[src/rtl/md_issue.sv]
// rtl/md_issue.sv - mult/div issue control: start pulse, D-stage stall, done pulse
// Optional protocol checker enabled by defining MD_ISSUE_CHECK_EN.
module md_issue #(
  parameter int MUL_LAT = 5,
  parameter int DIV_LAT = 10
) (
  input  logic       clk,
  input  logic       reset,
  input  logic       e_valid,
  input  logic       e_flush,
  input  logic [3:0] e_op,
  input  logic       d_md_use,
  input  logic       md_busy,
  output logic       md_start,
  output logic [3:0] md_op,
  output logic       stall_d,
  output logic       md_done,
  output logic       proto_err
);

  // opcode encodings shared with the multdiv unit
  localparam logic [3:0] AMULT  = 4'd1;
  localparam logic [3:0] AMULTU = 4'd2;
  localparam logic [3:0] ADIV   = 4'd3;
  localparam logic [3:0] ADIVU  = 4'd4;
  localparam logic [3:0] AMADD  = 4'd5;
  localparam logic [3:0] AMADDU = 4'd6;
  localparam logic [3:0] AMSUB  = 4'd7;
  localparam logic [3:0] AMSUBU = 4'd8;

  localparam logic [3:0] MUL_CNT = 4'(MUL_LAT);
  localparam logic [3:0] DIV_CNT = 4'(DIV_LAT);

  typedef enum logic [1:0] {
    IDLE     = 2'd0,
    MUL_WAIT = 2'd1,
    DIV_WAIT = 2'd2
  } state_t;

  state_t     state;
  state_t     state_nxt;
  logic [3:0] cnt;
  logic [3:0] cnt_nxt;
  logic       done_nxt;
  logic       is_mul;
  logic       is_div;
  logic       issue;

  assign is_mul = (e_op == AMULT) | (e_op == AMULTU) | (e_op == AMADD) |
                  (e_op == AMADDU) | (e_op == AMSUB) | (e_op == AMSUBU);
  assign is_div = (e_op == ADIV) | (e_op == ADIVU);

  // reset gates issue so nothing reaches the multdiv unit while held in reset
  assign issue = reset & e_valid & ~e_flush & (e_op != 4'd0) & (state == IDLE);

  // issue gating, next-state and countdown
  always_comb begin
    state_nxt = state;
    cnt_nxt   = cnt;
    done_nxt  = 1'b0;
    md_op     = issue ? e_op : 4'd0;
    md_start  = issue & (is_mul | is_div);
    case (state)
      IDLE: begin
        if (md_start) begin
          if (is_div) begin
            state_nxt = DIV_WAIT;
            cnt_nxt   = DIV_CNT;
          end else begin
            state_nxt = MUL_WAIT;
            cnt_nxt   = MUL_CNT;
          end
        end
      end
      MUL_WAIT, DIV_WAIT: begin
        // <= 1 rather than == 1 so a corrupted zero count cannot wrap into a long hang
        if (cnt <= 4'd1) begin
          state_nxt = IDLE;
          cnt_nxt   = 4'd0;
          done_nxt  = 1'b1;
        end else begin
          cnt_nxt = cnt - 4'd1;
        end
      end
      default: begin
        state_nxt = IDLE;
        cnt_nxt   = 4'd0;
      end
    endcase
  end

  // a dependent D instruction waits from the start cycle until the result is back
  assign stall_d = d_md_use & ((state != IDLE) | md_start);

  // state, counter and done pulse registers
  always_ff @(posedge clk or negedge reset) begin
    if (!reset) begin
      state   <= IDLE;
      cnt     <= 4'd0;
      md_done <= 1'b0;
    end else begin
      state   <= state_nxt;
      cnt     <= cnt_nxt;
      md_done <= done_nxt;
    end
  end

`ifdef MD_ISSUE_CHECK_EN
  logic perr_q;
  logic busy_mismatch;
  logic late_op;

  assign busy_mismatch = md_busy != (state != IDLE);
  assign late_op       = e_valid & ~e_flush & (e_op != 4'd0) & (state != IDLE);

  // sticky flag: set on any busy disagreement or op presented while waiting
  always_ff @(posedge clk or negedge reset) begin
    if (!reset) begin
      perr_q <= 1'b0;
    end else if (busy_mismatch | late_op) begin
      perr_q <= 1'b1;
    end
  end

  assign proto_err = perr_q;
`else
  logic unused_md_busy;
  assign unused_md_busy = md_busy;
  assign proto_err      = 1'b0;
`endif

endmodule

[config.mk]
export PLATFORM = sky130hd
export DESIGN_NAME = md_issue
export DESIGN_NICKNAME = d
export VERILOG_FILES = /design/src/rtl/md_issue.sv
export SDC_FILE = /design/constraint.sdc
export NUM_CORES = 1
export LEC_CHECK = 0
export BUFFER_PORTS_ARGS = -buffer_cell sky130_fd_sc_hd__buf_2
export CAP_MARGIN = 20
export CORE_AREA = 4 4 41 43
export DETAILED_ROUTE_END_ITERATION = 10
export DIE_AREA = 0 0 45 47
export MAX_ROUTING_LAYER = met4
export PLACE_DENSITY = 0.66
export SETUP_SLACK_MARGIN = 0.3
export SYNTH_ARGS = -nofsm -noshare
export SYNTH_HDL_FRONTEND = slang
export SYNTH_SLANG_ARGS = --single-unit
[constraint.sdc]
create_clock -name clk -period 1.9 [get_ports clk]
set_input_delay 0.19 -clock clk [delete_from_list [all_inputs] [get_ports clk]]
set_output_delay 0.19 -clock clk [all_outputs]
set_load 0.1 [all_outputs]
==> impl_metrics.csv <==
group,metric,value,unit
sta,skew,3.481,ps
grt,grt_pass1_wl,2263,µm
setup_path,endpoint_kind,"output pin",
setup_path,crit_type,"reg -> out",
sta,timing.final.ws_setup,99.27,ps
drt,num_vias,550,
cells_and_area,layout.nets,100,
drt,drtIter0Drc,13,
die,initial_core_util,41.15,%
grt,antenna_found_initial,0,
run_status,outcome,"completed",
cells_and_area,final_cell_mix,"9 x buf_2, 9 x buf_4, 7 x dfrtp_1",
place,place.port_buffers,15,
drt,ant_nets,0,
setup_path,crit_arrival,1610,ps
sta,grt_setup_unrepaired,"true",
synth,synth_seq_area_share,32.71,%
drt,drc,0,
setup_path,critPathLaunchType,"register",
sta,setup_violations,0,
grt,grt-ovfl-total,0,
place,dp_hpwl,932,µm
synth,yosysUniqueCellTypes,28,
synth,ys_seq_elements,7,
sta,finalHoldViolations,0,
cells_and_area,syn_to_final_growth,71.50,%
die,rows,13,
die,die_w,45,µm
pwr,ir_drop,0.001241,V
synth,netlist_instances,54,
clocking,numClockSinks,7,
cells_and_area,final_util,70.58,%
clocking,clk-insertion-delay-late,260,ps
grt,track_usage,16.11,%
synth,syn_nets,68,
sta,maxSlewViolCount,0,
clocking,cts_inserted_buffers,3,
place,gp_congestion,0.8633,
hold_path,hold_class,"in -> async",
synth,synth_area_leaders,"dfrtp_1 33%, ha_1 9.3%, o31ai_1 5.6%, inv_1 4.9%, and2_1 3.5%",
die,die_area,2115,µm²
place,pre_cts_ws,150.3,ps
drt,via_per_inst,5.500,
setup_path,worstPathRequired,1710,ps
synth,synth.avg_cell_area,9.917,µm²
grt,grt_max_degree,8,
drt,wl_per_cell,14.88,µm
drt,wl,1488,µm
sta,tns,0,ps
clocking,htree_levels,1,
clocking,clock-root-buffer,"clkbuf_4",
clocking,cts_tree,"yes",
die,pin_count,18,
sta,fmax,0.5553,GHz
synth,syn-cell-area,535.5,µm²
die,die_y,47,µm
setup_path,worst-path-max-fanout,2,
pwr,power.density,1855,nW/µm²
die,core-area,1301,µm²
cells_and_area,drive_above_1_share,62.35,%
synth,yosysTopAreaCellShare,32.71,%
cells_and_area,fin_cells,100,
clocking,clkTransAtPathRegs,60,ps
clocking,clockBufferDepth,2,
sta,period_share,94.78,%
place,dpl.cell_count,83,
synth,synth_warnings,0,
pwr,p_leak,0.4341,nW
cells_and_area,insertedDiodeCount,0,
sta,layout_min_cycle_time,1801,ps
drt,first_pass_iters,4,
grt,grt_pass1_vias,523,
run,drv_cap,0,
synth,synth_top_cell_by_area,"dfrtp_1",
setup_path,rrSetupSlack,120,ps
[routing by layer]
metal  vias up  wire (µm)  GRT usage, %
met1       269        657         19.03
met3         5         67         6.130
met5         -          0             -
met2        11        730         23.73
li1        265          -             -
met4         0         31         8.187
[report_power, final]
| part | internal, mW | switching, mW |
|---|---|---|
| clock | 0.0806 | 0.0628 |
| combinational | 0.657 | 0.617 |
| sequential | 0.215 | 0.0708 |
[synth_stat cells]
| library cell | n |
|---|---|
| or4_4 | 1 |
| o31ai_1 | 4 |
| nor2_1 | 2 |
| nor2b_4 | 1 |
| a31o_4 | 1 |
| and4bb_2 | 1 |
| dfrtp_1 | 7 |
| nand2_1 | 1 |
| and2_1 | 3 |
| nor4b_1 | 2 |
| and4b_1 | 1 |
| o21bai_1 | 1 |
| ha_1 | 4 |
| o2bb2ai_1 | 1 |
| mux2_2 | 1 |
| and3_2 | 1 |
| or4_1 | 1 |
| a22o_2 | 1 |
| o21ai_0 | 3 |
| conb_1 | 1 |
| buf_4 | 1 |
| a22o_1 | 1 |
| inv_1 | 7 |
| a31o_2 | 1 |
| a41o_1 | 1 |
| nor3_1 | 2 |
| mux2i_1 | 1 |
| and2_2 | 2 |
[cells by family after synthesis]
logic type | after synthesis | synth area share, %
compound gates | 14 | 21.73
fa+ha+maj | 4 | 9.346
buf+inv | 8 | 6.310
flops | 7 | 32.71
mux | 2 | 3.972
other cells | 1 | 0.7003
simple gates | 18 | 25.23
[registers in the layout, indices dropped and copies added (netlist names)]
register,cells
cnt,4
md_done,1
state,2
[worst max-delay path: stages (launching register included)]
cell	delay [ps]
dfrtp_1	370
inv_2	60
ha_4	160
and4b_2	220
a31o_4	230
and2_4	140
buf_12	160
[worst paths after layout]
kind                       startpoint        to  cells past startpoint
min reg2reg                    cnt[3]   md_done                      1
min                             reset    cnt[3]                      2
max reg2reg                  state[0]  state[0]                      8
max in group asynchronous       reset    cnt[0]                      2
max                          state[0]   stall_d                      6
min in group clk              e_op[3]  state[1]                      4
[stage by stage]
step           total power [mW]  hold WS [ps]  cell area (µm²)
6_report                  1.703         376.7            918.4
5_1_grt                   1.818         408.1            918.4
4_1_cts                   1.445         390.8            844.6
3_5_place_dp              1.093         43.76            721.9
3_3_place_gp              1.073         37.84            721.9
2_1_floorplan            0.8980        -105.6            545.5
[cell type report]
cell class | instances | area, µm²
multi-input combinational | 39 | 395.4
fill | 95 | 382.9
timing repair buffer | 28 | 276.5
sequential | 7 | 175.2
clock buffer | 4 | 26.28
inverter | 7 | 26.28
tap | 15 | 18.77
[timing repair]
action,4_1_cts,5_1_grt
pin swaps,5,4
endpoints found under the hold margin,7,0
hold buffers,1,0
endpoints found under the setup margin,11,12
buffers inserted,7,5
gates resized for setup,12,9
Power figures use the tool's default switching activity.
